===== src/rtl/vga_out_stage_if.sv =====
// rtl/vga_out_stage_if.sv - timing/colour inputs and pin-side outputs of the VGA output stage
// Master drives the timing and renderer signals; slave is the output stage.

interface vga_out_stage_if #(
   parameter int FRAME_W = 16
);
   logic               hsync_in;
   logic               vsync_in;
   logic               display_on_in;
   logic [5:0]         rgb_in;
   logic               freeze;
   logic               step;
   logic [7:0]         uo_out;
   logic               activevideo;
   logic [FRAME_W-1:0] frame_cnt;
   logic               frame_tick;
   logic               line_tick;

   modport master (
      output hsync_in, vsync_in, display_on_in, rgb_in, freeze, step,
      input  uo_out, activevideo, frame_cnt, frame_tick, line_tick
   );

   modport slave (
      input  hsync_in, vsync_in, display_on_in, rgb_in, freeze, step,
      output uo_out, activevideo, frame_cnt, frame_tick, line_tick
   );
endinterface


===== src/rtl/vga_out_stage.sv =====
// rtl/vga_out_stage.sv - sync delay line, colour blanking, packed uo_out pins and frame counter
// Timing reaches the pins PIPE_DEPTH cycles after input; colour is registered once into uo_out.

module vga_out_stage #(
   parameter int PIPE_DEPTH = 2,
   parameter int FRAME_W    = 16,
   parameter int OUT_INVERT = 0
) (
   input logic            clk,
   input logic            rst_n,
   vga_out_stage_if.slave bus
);
   localparam logic       INV      = (OUT_INVERT != 0);
   localparam logic [7:0] UO_RESET = {INV, 3'b000, INV, 3'b000};

   // Timing values one stage before the pin register (PIPE_DEPTH-1 cycles late).
   logic hs_pre;
   logic vs_pre;
   logic de_pre;

   generate
      if (PIPE_DEPTH > 1) begin : g_pipe
         logic [PIPE_DEPTH-2:0] hs_q, hs_d;
         logic [PIPE_DEPTH-2:0] vs_q, vs_d;
         logic [PIPE_DEPTH-2:0] de_q, de_d;

         always_comb begin
            hs_d    = hs_q << 1;
            vs_d    = vs_q << 1;
            de_d    = de_q << 1;
            hs_d[0] = bus.hsync_in;
            vs_d[0] = bus.vsync_in;
            de_d[0] = bus.display_on_in;
         end

         always_ff @(posedge clk or negedge rst_n) begin
            if (!rst_n) begin
               hs_q <= '0;
               vs_q <= '0;
               de_q <= '0;
            end else begin
               hs_q <= hs_d;
               vs_q <= vs_d;
               de_q <= de_d;
            end
         end

         assign hs_pre = hs_q[PIPE_DEPTH-2];
         assign vs_pre = vs_q[PIPE_DEPTH-2];
         assign de_pre = de_q[PIPE_DEPTH-2];
      end else begin : g_direct
         assign hs_pre = bus.hsync_in;
         assign vs_pre = bus.vsync_in;
         assign de_pre = bus.display_on_in;
      end
   endgenerate

   logic [7:0]         uo_out_q, uo_out_d;
   logic               hs_pin_q, hs_pin_d;
   logic               vs_pin_q, vs_pin_d;
   logic               activevideo_q, activevideo_d;
   logic               line_tick_q, line_tick_d;
   logic               frame_tick_q, frame_tick_d;
   logic               step_lat_q, step_lat_d;
   logic [FRAME_W-1:0] frame_cnt_q, frame_cnt_d;
   logic [5:0]         rgb_gated;
   logic               step_now;

   always_comb begin
      rgb_gated     = de_pre ? bus.rgb_in : 6'd0;
      uo_out_d      = {hs_pre ^ INV, rgb_gated[0], rgb_gated[2], rgb_gated[4],
                       vs_pre ^ INV, rgb_gated[1], rgb_gated[3], rgb_gated[5]};
      hs_pin_d      = hs_pre;
      vs_pin_d      = vs_pre;
      activevideo_d = de_pre;
      // Ticks are edges of the un-inverted syncs as they land on the pins.
      line_tick_d   = hs_pre & ~hs_pin_q;
      frame_tick_d  = vs_pre & ~vs_pin_q;

      step_now    = step_lat_q | (bus.freeze & bus.step);
      frame_cnt_d = frame_cnt_q;
      step_lat_d  = step_lat_q;
      if (!bus.freeze) begin
         step_lat_d = 1'b0;
      end else if (bus.step) begin
         step_lat_d = 1'b1;
      end
      if (frame_tick_q) begin
         if (!bus.freeze || step_now) begin
            frame_cnt_d = frame_cnt_q + 1'b1;
         end
         if (bus.freeze && step_now) begin
            step_lat_d = 1'b0;
         end
      end
   end

   always_ff @(posedge clk or negedge rst_n) begin
      if (!rst_n) begin
         uo_out_q      <= UO_RESET;
         hs_pin_q      <= 1'b0;
         vs_pin_q      <= 1'b0;
         activevideo_q <= 1'b0;
         line_tick_q   <= 1'b0;
         frame_tick_q  <= 1'b0;
         step_lat_q    <= 1'b0;
         frame_cnt_q   <= '0;
      end else begin
         uo_out_q      <= uo_out_d;
         hs_pin_q      <= hs_pin_d;
         vs_pin_q      <= vs_pin_d;
         activevideo_q <= activevideo_d;
         line_tick_q   <= line_tick_d;
         frame_tick_q  <= frame_tick_d;
         step_lat_q    <= step_lat_d;
         frame_cnt_q   <= frame_cnt_d;
      end
   end

   assign bus.uo_out      = uo_out_q;
   assign bus.activevideo = activevideo_q;
   assign bus.line_tick   = line_tick_q;
   assign bus.frame_tick  = frame_tick_q;
   assign bus.frame_cnt   = frame_cnt_q;
endmodule


===== src/flat_wrapper.sv =====
// flat-port wrapper written by rule: the top's interface ports become plain ports
module vga_out_stage_flat 
#(
   parameter int PIPE_DEPTH = 2,
   parameter int FRAME_W    = 16,
   parameter int OUT_INVERT = 0
)
  (clk, rst_n, bus_hsync_in, bus_vsync_in, bus_display_on_in, bus_rgb_in, bus_freeze, bus_step, bus_uo_out, bus_activevideo, bus_frame_cnt, bus_frame_tick, bus_line_tick);
  vga_out_stage_if #(.FRAME_W(FRAME_W)) bus_i ();
  input logic clk;
  input logic rst_n;
  input wire logic [$bits(bus_i.hsync_in)-1:0] bus_hsync_in;
  input wire logic [$bits(bus_i.vsync_in)-1:0] bus_vsync_in;
  input wire logic [$bits(bus_i.display_on_in)-1:0] bus_display_on_in;
  input wire logic [$bits(bus_i.rgb_in)-1:0] bus_rgb_in;
  input wire logic [$bits(bus_i.freeze)-1:0] bus_freeze;
  input wire logic [$bits(bus_i.step)-1:0] bus_step;
  output wire logic [$bits(bus_i.uo_out)-1:0] bus_uo_out;
  output wire logic [$bits(bus_i.activevideo)-1:0] bus_activevideo;
  output wire logic [$bits(bus_i.frame_cnt)-1:0] bus_frame_cnt;
  output wire logic [$bits(bus_i.frame_tick)-1:0] bus_frame_tick;
  output wire logic [$bits(bus_i.line_tick)-1:0] bus_line_tick;
  assign bus_i.hsync_in = bus_hsync_in;
  assign bus_i.vsync_in = bus_vsync_in;
  assign bus_i.display_on_in = bus_display_on_in;
  assign bus_i.rgb_in = bus_rgb_in;
  assign bus_i.freeze = bus_freeze;
  assign bus_i.step = bus_step;
  assign bus_uo_out = bus_i.uo_out;
  assign bus_activevideo = bus_i.activevideo;
  assign bus_frame_cnt = bus_i.frame_cnt;
  assign bus_frame_tick = bus_i.frame_tick;
  assign bus_line_tick = bus_i.line_tick;
  vga_out_stage #(.PIPE_DEPTH(PIPE_DEPTH), .FRAME_W(FRAME_W), .OUT_INVERT(OUT_INVERT)) u_core (.clk(clk), .rst_n(rst_n), .bus(bus_i));
endmodule

===== config.mk =====
export PLATFORM = sky130hd
export DESIGN_NAME = vga_out_stage_flat
export DESIGN_NICKNAME = d
export VERILOG_FILES = /design/src/rtl/vga_out_stage_if.sv /design/src/rtl/vga_out_stage.sv /design/src/flat_wrapper.sv
export SDC_FILE = /design/constraint.sdc
export NUM_CORES = 1
export LEC_CHECK = 0
export BUFFER_PORTS_ARGS = -buffer_cell sky130_fd_sc_hd__clkbuf_2
export CORE_AREA = 2 2 62 64
export CTS_CLUSTER_SIZE = 12
export DETAILED_ROUTE_END_ITERATION = 8
export DIE_AREA = 0 0 64 66
export HOLD_SLACK_MARGIN = 0.02
export PLACE_DENSITY_LB_ADDON = 0.1
export SLEW_MARGIN = 20
export SYNTH_ARGS = -nofsm -noshare
export SYNTH_HDL_FRONTEND = slang
export SYNTH_SLANG_ARGS = --single-unit

===== constraint.sdc =====
create_clock -name clk -period 1.6 [get_ports clk]
set_input_delay 0.16 -clock clk [delete_from_list [all_inputs] [get_ports clk]]
set_output_delay 0.16 -clock clk [all_outputs]
set_load 0.03 [all_outputs]

==> impl_metrics.csv <==
group,metric,value,unit
status,outcome,"finished clean",
grt,vias_in_the_first_global_route,841,
worst_setup_path,worst-r2r-cell-count,5,
place,dp_hpwl,1.51,mm
power,p_sw_share,34.8,%
worst_setup_path,reg2reg_setup_slack,0.19,ns
synth,synth_top_family_by_area,"simple AND/OR/NAND/NOR gates",
synth,synthMuxAreaShare,0.946,%
synth,synth_top_area_share,65.2,%
finish,drive_gt1_share,38.2,%
synth,ys.flop_type,"sky130_fd_sc_hd__dfrtp_1",
grt,grt_antenna_before_repair,0,
power,internal_power,1260,uW
floorplanning,design.portCount,40,
floorplanning,placement_rows,22,
sta,timing_max_transition_violations_final,0,
synth,synthMostInstantiatedCell,"sky130_fd_sc_hd__dfrtp_1",
power,leakage,0.000757,uW
sta,finalHoldViolCount,0,
cts,htreeDepth,2,
synth,synth_compound_area_share,0,%
floorplanning,initial_utilization,33.5,%
drt,average_routed_wire_per_standard_cell,11.1,microns
finish,final_area,1530,sq um
power,seqPwrFrac,52.0,%
worst_setup_path,chain_of_cells_forming_the_critical_path,"ha_1 > nand4_1 > nor2_2 > nand4_1 > xnor2_1",
sta,relSlewSlack,74.5,%
worst_setup_path,worstSetupEndpointType,"flop",
power,power.density,1260,nW/um^2
worst_setup_path,startpoint_of_the_worst_register_to_register_path,"u_core.bus.frame_cnt[0]",
synth,synth.yosys.warnings,0,
cts,numCtsBuffers,5,
cts,cts_setup_buffers,0,
drt,num_vias,800,
finish,layout.nets,150,
finish,final-instance-count-excl-fill,184,
place,routabilityCongestion,0.719,
synth,synthTopCellsByArea,"sky130_fd_sc_hd__dfrtp_1 65%, sky130_fd_sc_hd__xnor2_1 8.8%, sky130_fd_sc_hd__and2_1 3.7%",
drt,route.final.wire_length,2.05,mm
worst_setup_path,cp.arrival,1.62,ns
cts,cts.clk_slew.worst_paths,0.09,ns
cts,postCtsHoldBufs,4,
run,max_cap_violations,0,
synth,sequential_element_share_of_the_synthesized_area,65.2,%
sta,worst_hold_slack,0.0476,ns
floorplanning,y_dimension_of_the_die,66,microns
sta,timing.clock.skew,0.00331,ns
synth,yosys.area_share.adder,1.05,%
synth,synth_top_cells_by_count,"31 x sky130_fd_sc_hd__dfrtp_1, 12 x sky130_fd_sc_hd__xnor2_1, 7 x sky130_fd_sc_hd__and2_1, 7 x sky130_fd_sc_hd__nand2_1, 6 x sky130_fd_sc_hd__nand3_1",
synth,synth_fp_nets,101,
sta,totalNegativeSetupSlack,0,ns
synth,post_synth_inst_count,87,
floorplanning,floorplan.die_area,4220,sq um
worst_setup_path,worstPathRequired,1.81,ns
finish,area_growth_syn_to_layout,28.9,%
sta,finalCriticalPeriod,1.41,ns
grt,grt_pass1_wl,3.64,mm
synth,xor_and_xnor_area_share_after_synthesis,11.0,%
worst_setup_path,cpPeakStageDelay,0.43,ns
synth,post-synth-top-area-cell,"sky130_fd_sc_hd__dfrtp_1",
drt,antenna_violating_nets_post_route,0,
synth,synth.lib_cells_used.distinct,19,
grt,pin_count_of_the_biggest_net_entering_global_routing,32,
sta,portion_of_the_clock_cycle_consumed_by_the_worst_path_in_the_final_layout,88.1,%
sta,maximum_operating_frequency,709,MHz
place,dpl-instance-area,1440,sq um
worst_setup_path,setup.worst_path.end,"u_core.bus.frame_cnt[8]",
worst_setup_path,timing.setup.critical_path_class,"flop to flop",
cts,clock_tree.buffer_depth,2,
cts,tritoncts,"yes",
synth,mappedNetlistArea,1190,sq um
cts,cts.sinks,31,
finish,filler_cell_count,352,
grt,track_usage,11.7,%
synth,avgSynthCellArea,13.7,sq um
sta,setup_violating_endpoint_count_in_the_final_report,0,
sta,worst-slew-pin-transition,0.383,ns
power,power_frac_clock,22.8,%
synth,synth-edff-count,0,
power,share_comb_of_total_power,25.2,%
place,placed_cells_incl_taps,173,
place,portBuffers,39,
drt,dr.pass1.iters,4,
grt,grt_residual_overflow,0,
drt,drt-vias-per-instance,4.35,
cts,cts_repair_resize_count,0,
worst_setup_path,cp-start-kind,"flop",
floorplanning,fp.dieW,64,microns
hold_path,tightest_hold_check_type,"input port to flop",
worst_setup_path,cp_max_fo,6,
drt,drt_iter0_drc,17,
worst_setup_path,setup.worst_path.start,"u_core.bus.frame_cnt[0]",
synth,synthArstFlopShare,100,%
cts,clock_tree.root_cell,"sky130_fd_sc_hd__clkbuf_4",
finish,n_antenna_cell,0,
synth,synth_simple_gate_area_share,20.5,%
worst_setup_path,critical-path-top-cell-by-count,"sky130_fd_sc_hd__nand4_1",
cts,clock_insertion_delay_at_the_later_pin_of_the_skew_report,0.32,ns
power,total_switching_power,672,uW
synth,synth-seq-cells,31,
worst_setup_path,r2r_end,"u_core.bus.frame_cnt[8]",
drt,remaining_drc_errors,0,
worst_setup_path,cpMaxStageDelayCell,"sky130_fd_sc_hd__dfrtp_1",
sta,grt_setup_unrepaired,"no",
floorplanning,area_of_the_core_region,3550,sq um
power,vdd_drop_max,0.528,mV
flip-flops by register name, summed over array words and instances (netlist names):
signal	cells
u_core.bus.uo_out	7
u_core.activevideo_d	1
u_core.bus.frame_cnt	16
u_core.step_lat_q	1
u_core.g_pipe.hs_q	1
u_core.bus.line_tick	1
u_core.g_pipe.vs_q	1
u_core.bus.activevideo	1
u_core.hs_pin_q	1
u_core.bus.frame_tick	1
final cells by class:
type	count	area, sq um	area share [%]
tap	48	60.1	3.92
clock buffer	6	51.3	3.34
multi-input combinational	54	399	26.0
timing repair buffer	44	243	15.8
clock inverter	1	5.00	0.326
sequential	31	776	50.6
routing by layer:
metal | part of all wire (%) | global-route usage (%) | wire length, microns | vias to the layer above
met5 | 0 | 0 | 0 | -
met4 | 3.5 | 9.78 | 72 | 0
met3 | 7.0 | 3.75 | 143 | 8
met2 | 48 | 18.9 | 973 | 31
met1 | 42 | 12.6 | 855 | 378
li1 | - | - | - | 383
worst min path at each step:
| stage | from | to | slack [ns] | cells after the start |
|---|---|---|---|---|
| after floorplan | rst_n | u_core.activevideo_d | -0.14 | 0 |
| after detailed placement | rst_n | u_core.bus.frame_cnt[0] | 0.20 | 2 |
| after CTS | bus_rgb_in[2] | u_core.bus.uo_out[5] | 0.03 | 2 |
| final | bus_rgb_in[2] | u_core.bus.uo_out[5] | 0.05 | 2 |
| after global routing | bus_rgb_in[5] | u_core.bus.uo_out[0] | 0.04 | 2 |
| after global placement | rst_n | u_core.bus.frame_cnt[1] | 0.19 | 2 |
cells in the final DEF, fill, tap and decap left out:
cell type	instances
sky130_fd_sc_hd__nor2_2	1
sky130_fd_sc_hd__nand2_1	7
sky130_fd_sc_hd__nand4_2	1
sky130_fd_sc_hd__xnor2_1	12
sky130_fd_sc_hd__ha_1	1
sky130_fd_sc_hd__clkinv_2	1
sky130_fd_sc_hd__nand4_1	3
sky130_fd_sc_hd__clkbuf_2	39
sky130_fd_sc_hd__and4_1	1
sky130_fd_sc_hd__nor3b_1	1
sky130_fd_sc_hd__clkbuf_8	1
sky130_fd_sc_hd__xor2_1	3
sky130_fd_sc_hd__buf_4	1
sky130_fd_sc_hd__and2_1	7
sky130_fd_sc_hd__mux2_1	1
sky130_fd_sc_hd__nand3_1	6
sky130_fd_sc_hd__nor3b_4	2
sky130_fd_sc_hd__nor2b_1	3
sky130_fd_sc_hd__dfrtp_1	31
sky130_fd_sc_hd__dlygate4sd3_1	4
sky130_fd_sc_hd__nor3_4	1
sky130_fd_sc_hd__and3_1	1
sky130_fd_sc_hd__clkbuf_4	5
sky130_fd_sc_hd__nor2_1	3
kinds of logic (layout without fill, tap and decap cells):
kind of cell | after synthesis | count (layout)
muxes | 1 | 1
adders and majority gates | 1 | 1
and+or+nand+nor | 37 | 37
DFF | 31 | 31
xor gates and xnor gates | 15 | 15
buffers and inverters | 2 | 51
per-stage QoR:
step / utilization, % / power, uW / worst slack (ns)
after CTS: 43.2 / 1980 / 0.163
after detailed placement: 40.5 / 1510 / 0.184
after global placement: 40.5 / 1500 / 0.246
after floorplan: - / 1330 / 0.112
after global routing: 43.2 / 2060 / 0.0834
final: 43.2 / 1930 / 0.190
power groups by stage:
stage	clock network [uW]	registers, uW	logic [uW]
global placement	0	1020	484
floorplan	0	1190	141
global route	516	1020	519
CTS	474	1010	493
detailed placement	0	1020	486
finish	440	1000	486
worst max-delay path: cells and delay by family, from the launching register on:
| kind | cells | cell delay, ns |
|---|---|---|
| xor+xnor | 1 | 0.14 |
| fa+ha+maj | 1 | 0.20 |
| flops | 1 | 0.43 |
| simple gates | 3 | 0.54 |
Note: power is estimated with default switching activity, not from simulation.
